`config.mk`:
```
export PLATFORM = sky130hd
export DESIGN_NAME = config_frame_writer
export DESIGN_NICKNAME = d
export VERILOG_FILES = /design/src/rtl/config_frame_writer.sv
export SDC_FILE = /design/constraint.sdc
export NUM_CORES = 1
export LEC_CHECK = 0
export CORE_ASPECT_RATIO = 0.75
export CORE_UTILIZATION = 45
export DETAILED_ROUTE_END_ITERATION = 16
export PLACE_DENSITY = 0.76
export SLEW_MARGIN = 20
export SYNTH_ARGS = -nofsm -noshare
export SYNTH_HDL_FRONTEND = slang
export SYNTH_SLANG_ARGS = --single-unit
export TNS_END_PERCENT = 30
```
`constraint.sdc`:
```
create_clock -name CLK -period 4.1 [get_ports CLK]
set_input_delay 0.82 -clock CLK [delete_from_list [all_inputs] [get_ports CLK]]
set_output_delay 0.82 -clock CLK [all_outputs]
set_load 0.01 [all_outputs]
```
`src/rtl/config_frame_writer.sv`:
```
// Frame-configuration writer: decodes sync/command/data words from a valid/ready
// stream, assembles one frame of NumberOfRows x 32 bits and pulses a one-hot FrameStrobe.
module config_frame_writer #(
  parameter int unsigned NumberOfRows    = 4,
  parameter int unsigned NumberOfCols    = 4,
  parameter int unsigned MaxFramesPerCol = 20,
  parameter logic [31:0] SyncWord        = 32'hFAB0_FAB1
) (
  input  logic                                    CLK,
  input  logic                                    reset,
  input  logic [31:0]                             WordData,
  input  logic                                    WordValid,
  output logic                                    WordReady,
  output logic [32*NumberOfRows-1:0]              FrameData,
  output logic [NumberOfCols*MaxFramesPerCol-1:0] FrameStrobe,
  output logic                                    Synced,
  output logic                                    AddrError,
  output logic                                    Busy
);

  localparam int unsigned FRAME_W = 32 * NumberOfRows;
  localparam int unsigned STRB_W  = NumberOfCols * MaxFramesPerCol;
  localparam int unsigned IDX_W   = (STRB_W > 1) ? $clog2(STRB_W) : 1;
  localparam int unsigned ROW_W   = (NumberOfRows > 1) ? $clog2(NumberOfRows) : 1;

  localparam logic [2:0] S_UNSYNC = 3'd0;
  localparam logic [2:0] S_CMD    = 3'd1;
  localparam logic [2:0] S_DATA   = 3'd2;
  localparam logic [2:0] S_STROBE = 3'd3;
  localparam logic [2:0] S_HOLD   = 3'd4;

  logic [2:0]         state_q, state_d;
  logic [ROW_W-1:0]   row_q, row_d;
  logic [IDX_W-1:0]   idx_q, idx_d;
  logic               discard_q, discard_d;
  logic [FRAME_W-1:0] data_q, data_d;
  logic [STRB_W-1:0]  strobe_q, strobe_d;
  logic               synced_q, synced_d;
  logic               addr_err_q, addr_err_d;
  logic               ready_q, ready_d;
  logic               busy_q, busy_d;

  logic               transfer;
  logic [3:0]         opcode;
  logic [7:0]         cmd_col;
  logic [7:0]         cmd_frame;
  logic               out_of_range;

  assign transfer     = WordValid & ready_q;
  assign opcode       = WordData[31:28];
  assign cmd_col      = WordData[27:20];
  assign cmd_frame    = WordData[19:12];
  // Range check on the full 8-bit fields, before any truncation into the index.
  assign out_of_range = (32'(cmd_col) >= NumberOfCols) || (32'(cmd_frame) >= MaxFramesPerCol);

  // State register and all registered outputs.
  always_ff @(posedge CLK) begin
    if (reset) begin
      state_q    <= S_UNSYNC;
      row_q      <= '0;
      idx_q      <= '0;
      discard_q  <= 1'b0;
      data_q     <= '0;
      strobe_q   <= '0;
      synced_q   <= 1'b0;
      addr_err_q <= 1'b0;
      ready_q    <= 1'b1;
      busy_q     <= 1'b0;
    end else begin
      state_q    <= state_d;
      row_q      <= row_d;
      idx_q      <= idx_d;
      discard_q  <= discard_d;
      data_q     <= data_d;
      strobe_q   <= strobe_d;
      synced_q   <= synced_d;
      addr_err_q <= addr_err_d;
      ready_q    <= ready_d;
      busy_q     <= busy_d;
    end
  end

  // Next-state and next-output logic.
  always_comb begin
    state_d    = state_q;
    row_d      = row_q;
    idx_d      = idx_q;
    discard_d  = discard_q;
    data_d     = data_q;
    addr_err_d = addr_err_q;
    strobe_d   = '0;

    case (state_q)
      S_UNSYNC: begin
        if (transfer && (WordData == SyncWord)) state_d = S_CMD;
      end
      S_CMD: begin
        if (transfer) begin
          if (opcode == 4'h1) begin
            idx_d     = IDX_W'(cmd_col) * IDX_W'(MaxFramesPerCol) + IDX_W'(cmd_frame);
            discard_d = out_of_range;
            if (out_of_range) addr_err_d = 1'b1;
            row_d     = '0;
            state_d   = S_DATA;
          end else if (opcode == 4'hF) begin
            state_d = S_UNSYNC;
          end
        end
      end
      S_DATA: begin
        if (transfer) begin
          for (int r = 0; r < int'(NumberOfRows); r++) begin
            if (row_q == ROW_W'(r)) data_d[32*r +: 32] = WordData;
          end
          row_d = row_q + ROW_W'(1);
          if (row_q == ROW_W'(NumberOfRows - 1)) state_d = discard_q ? S_CMD : S_STROBE;
        end
      end
      S_STROBE: state_d = S_HOLD;
      S_HOLD:   state_d = S_CMD;
      default:  state_d = S_UNSYNC;
    endcase

    if (state_d == S_STROBE) strobe_d = STRB_W'(1) << idx_q;
    ready_d  = (state_d != S_STROBE) && (state_d != S_HOLD);
    busy_d   = (state_d == S_DATA) || (state_d == S_STROBE) || (state_d == S_HOLD);
    synced_d = (state_d != S_UNSYNC);
  end

  assign WordReady   = ready_q;
  assign FrameData   = data_q;
  // A reset landing on the strobe cycle must kill the pulse immediately.
  assign FrameStrobe = reset ? STRB_W'(0) : strobe_q;
  assign Synced      = synced_q;
  assign AddrError   = addr_err_q;
  assign Busy        = busy_q;

endmodule
```
==> summary.txt, run 1 <==
Run status
  – Status: complete, no violations

Critical path
  – Worst-path cell chain: clkdlybuf4s50_1 > nor3_1 > o2111ai_1 > a211o_1 > o21ai_4 > buf_12 > nor3_1
  – CP top delay family: compound AO/OA/AOI/OAI gates
  – Crit path largest cell delay: 0.53 ns
  – Arrival time worst endpoint: 3.31 ns
  – Startpoint Class: primary input
  – Req. time, crit path: 4.45 ns
  – Critical path type: primary input to flop
  – Most common cell on crit path: nor3_1
  – Critical path's slowest cell: clkdlybuf4s50_1
  – Worst R2R Setup Slack: 1.81 ns
  – CP Capture Type: flop
  – Worst path buffer plus inverter count: 2
  – CP max FO: 33

Clock network
  – Clock Sinks: 225
  – Post-CTS Resized: 0
  – Hold_buf cts: 0
  – Clk pin slew, worst setup/hold paths: 0.06 ns
  – Clock Tree Root: clkbuf_16
  – Total CTS buffers: 22
  – Post-CTS Setup Inserts: 0
  – CTS Buffer Depth: 3
  – Skew-Pair Late Insertion Delay: 0.50 ns
  – Clock tree from TritonCTS: done
  – H-tree depth: 1

Power and ir drop
  – Pwr per Cell Area: 390 nW/um^2
  – Total Power: 4530 uW
  – Leakage: 0.00392 uW
  – Peak VDD IR: 0.274 mV

Cells and area
  – Inserted Diodes: 0
  – Area Growth Syn to Fin: 41.5%
  – Fin nets: 1252
  – Layout cell share with drive strength beyond 1: 0.0492

Placement
  – GPL Wtd Cong: 0.793
  – PortBufs: 246
  – Detailed Place HPWL: 16300 um
  – Post-place setup slack: 0.686 ns

Synth
  – Syn_nets: 1042
  – Share of the synthesized area in the top cell type: 0.548
  – Synth cell types: 39
  – Asr flop ratio synth: 0
  – Synth warn: 0
  – Seq cells post-synth: 225
  – Post-synthesis cell area: 8230 sq um
  – Synth area leader: dfxtp_1
  – EDFF count, synth: 0
  – Synth area leaders: dfxtp_1 55%, nand2_1 14%, a21oi_1 8.5%, nor2b_1 6.3%, nor3_1 5.2%
  – Seq/Total Area, Yosys: 0.548
  – Ys flop type: dfxtp_1
  – Top-count cell post-synth: nand2_1
  – Syn_area_per_cell: 8.27 sq um
  – Syn Inst Count: 995
  – Top post-synthesis cells by count: 298 x nand2_1, 225 x dfxtp_1, 140 x a21oi_1

Floorplanning
  – Floorplan row count: 42
  – Die area: 18800 sq um
  – Die Width: 158 um
  – Ports: 247
  – CORE AREA: 17800 sq um
  – Die height: 119 um
  – Initial Util: 0.463

Timing
  – RSZ-0062 raised after global routing: false
  – Max Clk Rate: 337 MHz
  – Worst Skew: 0.00818 ns
  – Setup ws final: 1.13 ns
  – Least-Margin Pin Slew: 1.01 ns
  – Final setup violation count: 0
  – Crit share post-route: 0.724
  – Min cycle time layout: 2.97 ns
  – Setup TNS: 0 ns
  – Final Hold Fails: 0
  – Relative max-transition margin: 0.328
  – Final slew viol count: 0

Global routing
  – Vias in the first global route: 6848
  – Remaining Overflow, GRT: 0
  – Global Route Usage Sum: 0.253
  – Wire length of the first global-routing pass: 37700 um
  – Initial antenna violation count: 0
  – Pin count of the biggest net entering global routing: 95

Detailed routing
  – Routed WL: 24200 um
  – DRT iter0 DRCs: 502
  – Drt drc: 0
  – First-pass detailed-route iteration total: 5
  – Via Count: 7414
  – Drt wl/cell: 16.6 um
  – Vias per cell: 5.07
  – Final antenna-violating net count: 0

Run
  – Total of max-cap violations: 0

Worst hold path
  – HP Class: flop to flop
==> final cells by class <==
| type | count | area (sq um) |
|---|---|---|
| Tap cell | 242 | 303 |
| Fill cell | 1493 | 6120 |
| Clock inverter | 10 | 156 |
| Inverter | 8 | 30.0 |
| Timing Repair Buffer | 260 | 2590 |
| Sequential cell | 225 | 4500 |
| Multi-Input combinational cell | 688 | 3410 |
| Clock buffer | 29 | 638 |
==> power breakdown <==
group / internal (uW) / switching, uW / total [uW]
registers: 2180 / 0.00000000676 / 2180
logic: 52.5 / 92.2 / 145
clock network: 1350 / 855 / 2200
total: 3590 / 948 / 4530
==> layer usage <==
metal,up-vias,wire [um],global-route usage
met3,32,2300,0.0881
met5,-,0,0
met4,0,391,0.0559
met2,284,11000,0.390
li1,3663,-,-
met1,3435,10600,0.340
==> logic make-up (layout without fill, tap and decap cells) <==
group,after synthesis,in the layout,share of synthesized area
compound gates,151,151,0.0966
fa+ha+maj,12,12,0.0192
xor+xnor,6,6,0.00639
simple gates,519,519,0.291
flops,225,225,0.548
buf+inv,82,307,0.0389
==> through the flow <==
stage,utilization,instances,hold slack [ns],area [sq um]
after floorplan,-,995,0.432,8230
after global placement,0.610,1423,0.441,10800
after detailed placement,0.610,1423,0.445,10800
after CTS,0.655,1462,0.454,11600
after global routing,0.655,1462,0.473,11600
final,0.655,1462,0.452,11600
==> path summary, 6_finish.rpt <==
path                              start                    endpoint  depth (start not counted)
min reg2reg  FrameData[78]$_SDFFE_PP0P_  FrameData[78]$_SDFFE_PP0P_                          2
max                        WordData[29]     strobe_q[78]$_SDFF_PP0_                          7
min          FrameData[78]$_SDFFE_PP0P_  FrameData[78]$_SDFFE_PP0P_                          2
max reg2reg       row_q[0]$_SDFFE_PP0P_     strobe_q[78]$_SDFF_PP0_                          7
==> worst register-to-register path, stage by stage (launching register included) <==
cell,delay [ns]
dfxtp_1,0.34
ha_1,0.20
and2_1,0.19
a311o_1,0.37
a211oi_2,0.35
o21ai_4,0.26
buf_12,0.25
nor3_1,0.23
==> cell usage in the layout, fill, tap and decap left out, types with 3 or more instances in the layout <==
| cell type | count |
|---|---|
| nor2_1 | 8 |
| clkinv_2 | 4 |
| nor4_1 | 4 |
| nand2b_1 | 3 |
| ha_1 | 11 |
| clkbuf_16 | 23 |
| buf_4 | 12 |
| dfxtp_1 | 225 |
| clkdlybuf4s50_1 | 245 |
| xnor2_1 | 6 |
| clkbuf_8 | 4 |
| nor2b_1 | 83 |
| or2_2 | 3 |
| nor3_1 | 85 |
| and3_1 | 4 |
| nand3_1 | 10 |
| inv_1 | 8 |
| bufinv_16 | 4 |
| and2_1 | 3 |
| a21oi_1 | 140 |
| nor3b_1 | 6 |
| nand2_1 | 296 |
==> sequential cells by signal (all words and copies together), names as in the netlist <==
signal,count
AddrError,1
Busy,1
FrameData,128
Synced,1
WordReady,1
discard_q,1
idx_q,7
row_q,2
state_q,3
strobe_q,80
No activity file was read; power rests on OpenSTA's default activity.
==> run 2: changes to the inputs <==
- CORE_UTILIZATION: 45 -> 42
- PLACE_DENSITY: 0.76 -> 0.74
- clock period: 4.1 -> 2.6 ns (I/O delays scaled with it)
==> run 2 against run 1 <==
Register-to-register slack worse by 1.4 ns. Setup slack worse by 0.77 ns. Wire length up 4.8%. Die area up 7.0%. Global-route usage down 0.77 points. Critical path depth up 1. Critical path type unchanged. Power up 49%. Highest routed layer unchanged. Worst hold slack worse by 0.0066 ns. Largest power group is now sequential cells. Non-clock buffer count up 51. Combinational power up 93%. Core utilization down 2.2 points.
==> summary.txt, run 2 (synthesis gave the netlist of run 1 again) <==
Run status
  – Status: complete, no violations

Timing
  – Worst Skew: 0.0138 ns
  – Setup ws final: 0.363 ns
  – Final setup violation count: 0
  – Relative max-transition margin: 0.363
  – Crit share post-route: 0.860
  – Max Clk Rate: 447 MHz
  – Final Hold Fails: 0
  – RSZ-0062 raised after global routing: false
  – Setup TNS: 0 ns
  – Least-Margin Pin Slew: 0.955 ns
  – Min cycle time layout: 2.24 ns
  – Final slew viol count: 0
  – Hold_ws: 0.445 ns

Clock network
  – Clock Sinks: 225
  – Post-CTS Resized: 0
  – H-tree depth: 1
  – Total CTS buffers: 22
  – Post-CTS Setup Inserts: 0
  – Clk pin slew, worst setup/hold paths: 0.06 ns
  – Clock Tree Root: clkbuf_16
  – CTS Buffer Depth: 3
  – Clock tree from TritonCTS: done
  – Hold_buf cts: 0
  – Skew-Pair Late Insertion Delay: 0.50 ns

Global routing
  – Met1 Use GR: 0.326
  – Met2 Use GR: 0.375
  – Initial antenna violation count: 0
  – Global Route Usage Sum: 0.246
  – Vias in the first global route: 7319
  – Met3 GRT Util: 0.0886
  – Pin count of the biggest net entering global routing: 93
  – Wire length of the first global-routing pass: 38800 um
  – GRT Max-Usage Layer: met2
  – Remaining Overflow, GRT: 0

Power and ir drop
  – Total Power: 6750 uW
  – Leakage: 0.00411 uW
  – Share of power burned in registers: 0.511
  – Switching power: 1430 uW
  – Pwr per Cell Area: 566 nW/um^2
  – P_int: 5320 uW
  – Clock power frac: 0.448
  – Combinational power share: 0.041
  – Sw Ratio: 0.212
  – Peak VDD IR: 0.525 mV

Cells and area
  – Non-Filler Instances: 1518
  – Fin nets: 1303
  – FF/Latch Area: 4500 sq um
  – Max reg flops: 128
  – Commonest non-fill, non-tap cell in the layout: nand2_1
  – Area Growth Syn to Fin: 45.0%
  – Inserted Diodes: 0
  – Layout cell share with drive strength beyond 1: 0.0787
  – Fillers: 1628
  – Footprint of the multi-input gates: 3410 sq um
  – Most frequent cells in the layout: 298 x nand2_1, 245 x clkdlybuf4s50_1, 225 x dfxtp_1

Detailed routing
  – Vias per cell: 4.99
  – First-pass detailed-route iteration total: 5
  – Via Count: 7582
  – DRT iter0 DRCs: 462
  – Drt drc: 0
  – Routed WL: 25400 um
  – Final antenna-violating net count: 0
  – Drt wl/cell: 16.7 um

Critical path
  – Critical path type: primary input to flop
  – R2r worst-path depth: 7
  – Worst R2R Setup Slack: 0.46 ns
  – Req. time, crit path: 3.00 ns
  – Startpoint Class: primary input
  – CP Capture Type: flop
  – Arrival time worst endpoint: 2.63 ns
  – Critical R2R Launch: row_q[0]$_SDFFE_PP0P_
  – CP max FO: 50
  – Worst R2R End: strobe_q[41]$_SDFF_PP0_

Worst hold path
  – Worst hold endpoint: AddrError$_SDFFE_PP0P_
  – HP Class: flop to flop
  – Cells on Worst Hold Path: 2
  – Worst hold start: AddrError$_SDFFE_PP0P_

Floorplanning
  – Die Width: 164 um
  – Floorplan row count: 43
  – Initial Util: 0.437
  – CORE AREA: 18800 sq um
  – Ports: 247
  – Die area: 20200 sq um
  – Die height: 123 um

Placement
  – Post-place setup slack: -0.0910 ns
  – Detailed Place HPWL: 18000 um
  – PortBufs: 246
  – Dpl cells: 1479
  – GPL Wtd Cong: 0.883

Run
  – Total of max-cap violations: 0
-- run 2: changes by cell type in the layout (fill, tap and decap cells not counted), sizes merged --
| cell | delta |
|---|---|
| inv | -1 |
| clkbuf | +9 |
| clkinv | -3 |
| buf | +51 |
| clkinvlp | -1 |
| bufinv | -4 |
-- run 2: worst max path at each step --
stage	from	slack (ns)	cells after the start	to
finish	WordData[24]	0.36	8	strobe_q[41]$_SDFF_PP0_
global route	WordData[30]	0.19	8	strobe_q[73]$_SDFF_PP0_
CTS	WordData[30]	0.39	8	strobe_q[63]$_SDFF_PP0_
detailed placement	WordData[30]	-0.09	8	strobe_q[73]$_SDFF_PP0_
global placement	WordData[7]	-0.02	8	strobe_q[66]$_SDFF_PP0_
floorplan	reset	0.61	4	FrameStrobe[0]
-- run 2: final cells by class --
class	count	area share
sequential	225	0.378
multi-input combinational	688	0.286
clock inverter	1	0.000419
timing repair buffer	311	0.252
clock buffer	38	0.0563
tap	247	0.0259
inverter	8	0.00252
-- run 2: per-stage QoR --
| step | instance area (sq um) | util |
|---|---|---|
| floorplan | 8230 | - |
| global placement | 11300 | 0.598 |
| detailed placement | 11300 | 0.598 |
| CTS | 11900 | 0.634 |
| global route | 11900 | 0.634 |
| finish | 11900 | 0.634 |
-- run 2: worst max-delay path, cell delays in order --
cell,delay (ns)
clkdlybuf4s50_1,0.48
nor4_1,0.47
buf_4,0.19
nand3_1,0.08
and4b_1,0.32
o21ai_4,0.11
buf_12,0.20
nor3_1,0.23
-- run 2: metal layers --
metal | vias up | share of wire
met5 | - | 0
met4 | 0 | 0.025
met3 | 48 | 0.10
met2 | 274 | 0.43
met1 | 3499 | 0.44
li1 | 3761 | -
-- run 2: power groups by stage --
| stage | Clock (uW) | Combinational, uW | Sequential [uW] |
|---|---|---|---|
| 3_5_place_dp | 0 | 278 | 3520 |
| 6_report | 3020 | 280 | 3450 |
| 5_1_grt | 3210 | 301 | 3440 |
| 2_1_floorplan | 0 | 98.4 | 3520 |
| 4_1_cts | 3070 | 278 | 3450 |
| 3_3_place_gp | 0 | 276 | 3520 |
==> run 3: changes to the inputs <==
- CORE_MARGIN: not set -> 3
- CORE_UTILIZATION: 42 -> 45
- PLACE_DENSITY: 0.74 -> 0.76
- clock period: 2.6 -> 2.2 ns (I/O delays scaled with it)
==> run 3 against run 2 <==
First-iteration DRC count is 3.2% higher. Via count grew 1.8%. Critical path depth decreased by 1. Worst hold slack gained 0.0075 ns. Setup slack got worse by 0.23 ns. Clock power increased by 27%. Sequential share of layout area fell by 0.48 points. Clock skew down 0.0047 ns. Wire length rose by 1.8%. Global-route usage is 0.88 points higher. Largest cell class unchanged. Cell area increased by 1.3%. Largest power group unchanged. Sequential power is 18% higher.
==> summary.txt, run 3 (synthesis gave the netlist of run 1 again) <==
Floorplanning
  – Floorplan row count: 42
  – Die height: 123 um
  – Ports: 247
  – Initial Util: 0.463
  – Die Width: 162 um
  – CORE AREA: 17800 sq um
  – Die area: 20000 sq um

Critical path
  – Startpoint Class: flop
  – Req. time, crit path: 2.61 ns
  – Cell depth of the worst setup path: 7
  – R2r worst-path depth: 7
  – Critical path destination: strobe_q[0]$_SDFF_PP0_
  – Beginning of the critical path: row_q[0]$_SDFFE_PP0P_
  – Critical path's slowest cell: a311o_1
  – CP top delay family: compound AO/OA/AOI/OAI gates
  – Worst R2R Setup Slack: 0.14 ns
  – Arrival time worst endpoint: 2.48 ns
  – CP Capture Type: flop
  – CP max FO: 47
  – Worst R2R End: strobe_q[0]$_SDFF_PP0_
  – Crit path largest cell delay: 0.40 ns
  – Critical path type: flop to flop
  – Worst-path cell chain: ha_1 > and2_1 > a311o_1 > a211oi_4 > o21ai_4 > buf_12 > nor3_1
  – Critical R2R Launch: row_q[0]$_SDFFE_PP0P_
  – Worst path buffer plus inverter count: 1

Placement
  – GPL Wtd Cong: 0.853
  – Detailed Place HPWL: 18300 um
  – Dpl cells: 1476
  – Post-place setup slack: -0.442 ns
  – PortBufs: 246

Timing
  – Crit share post-route: 0.939
  – Relative max-transition margin: 0.472
  – Setup ws final: 0.135 ns
  – Final slew viol count: 0
  – Max Clk Rate: 484 MHz
  – Worst Skew: 0.00911 ns
  – Min cycle time layout: 2.06 ns
  – Least-Margin Pin Slew: 0.792 ns
  – Final setup violation count: 0
  – RSZ-0062 raised after global routing: false
  – Setup TNS: 0 ns
  – Final Hold Fails: 0
  – Hold_ws: 0.453 ns

Detailed routing
  – Drt drc: 0
  – Vias per cell: 5.09
  – Drt wl/cell: 17.0 um
  – First-pass detailed-route iteration total: 5
  – Final antenna-violating net count: 0
  – DRT iter0 DRCs: 477
  – Routed WL: 25800 um
  – Via Count: 7715

Global routing
  – Vias in the first global route: 7578
  – Initial antenna violation count: 1
  – Global Route Usage Sum: 0.254
  – Wire length of the first global-routing pass: 40800 um
  – Remaining Overflow, GRT: 0
  – Pin count of the biggest net entering global routing: 83

Power and ir drop
  – Switching power: 1770 uW
  – Peak VDD IR: 0.531 mV
  – Sw Ratio: 0.214
  – Combinational power share: 0.040
  – Total Power: 8250 uW
  – Pwr per Cell Area: 683 nW/um^2
  – Leakage: 0.00416 uW
  – P_int: 6480 uW
  – Share of power burned in registers: 0.494
  – Clock power frac: 0.466

Cells and area
  – Inserted Diodes: 0
  – Non-Filler Instances: 1517
  – Area Growth Syn to Fin: 46.9%
  – Fin nets: 1306
  – Fillers: 1501
  – Commonest non-fill, non-tap cell in the layout: nand2_1
  – Layout cell share with drive strength beyond 1: 0.0910
  – Most frequent cells in the layout: 298 x nand2_1, 245 x clkdlybuf4s50_1, 225 x dfxtp_1
  – Max reg flops: 128

Clock network
  – Skew-Pair Late Insertion Delay: 0.50 ns
  – CTS Buffer Depth: 3
  – Clock tree from TritonCTS: done
  – H-tree depth: 1
  – Post-CTS Setup Inserts: 0
  – Total CTS buffers: 23
  – Clk pin slew, worst setup/hold paths: 0.06 ns
  – Hold_buf cts: 0
  – Clock Tree Root: clkbuf_16
  – Clock Sinks: 225

Run status
  – Status: complete, no violations

Worst hold path
  – HP Class: flop to flop

Run
  – Total of max-cap violations: 0
[run 3: what timing repair did]
action	4_1_cts	5_1_grt
setup endpoints to repair	1	27
gates resized for setup	1	7
pin swaps	0	1
[run 3: how the worst min path moves through the flow]
stage	depth (start not counted)	end	start
after CTS	2	AddrError$_SDFFE_PP0P_	AddrError$_SDFFE_PP0P_
after detailed placement	2	AddrError$_SDFFE_PP0P_	AddrError$_SDFFE_PP0P_
after floorplan	2	discard_q$_SDFFE_PP0P_	discard_q$_SDFFE_PP0P_
after global placement	2	AddrError$_SDFFE_PP0P_	AddrError$_SDFFE_PP0P_
after global routing	2	FrameData[4]$_SDFFE_PP0P_	FrameData[4]$_SDFFE_PP0P_
final	2	FrameData[86]$_SDFFE_PP0P_	FrameData[86]$_SDFFE_PP0P_
[run 3: worst min-delay path: stages, from the launching register on]
cell,delay (ns)
dfxtp_1,0.30
nand2_1,0.05
a21oi_1,0.05
[run 3: through the flow]
| stage | cell area, sq um | utilization |
|---|---|---|
| after floorplan | 8230 | - |
| after global placement | 11300 | 0.636 |
| after CTS | 12000 | 0.678 |
| after global routing | 12100 | 0.680 |
| final | 12100 | 0.680 |
| after detailed placement | 11300 | 0.636 |
[run 3: cell type report]
| type | instances | area [sq um] | area share |
|---|---|---|---|
| sequential | 225 | 4500 | 0.373 |
| multi-input combinational | 688 | 3450 | 0.286 |
| timing repair buffer | 313 | 3040 | 0.252 |
| clock buffer | 35 | 681 | 0.0563 |
| tap | 242 | 303 | 0.0251 |
| clock inverter | 6 | 72.6 | 0.00601 |
| inverter | 8 | 30.0 | 0.00248 |
[run 3: metal layers]
metal / vias up / GRT usage / part of all wire
li1: 3779 / - / -
met1: 3584 / 0.327 / 0.43
met2: 292 / 0.398 / 0.43
met3: 58 / 0.103 / 0.11
met4: 2 / 0.0735 / 0.029
met5: - / 0 / 0.00035
[run 3: power groups by stage]
stage	clock network [uW]	registers [uW]	logic [uW]
finish	3850	4070	334
global route	4080	4070	357
CTS	3910	4070	331
detailed placement	0	4160	328
global placement	0	4160	327
floorplan	0	4160	116
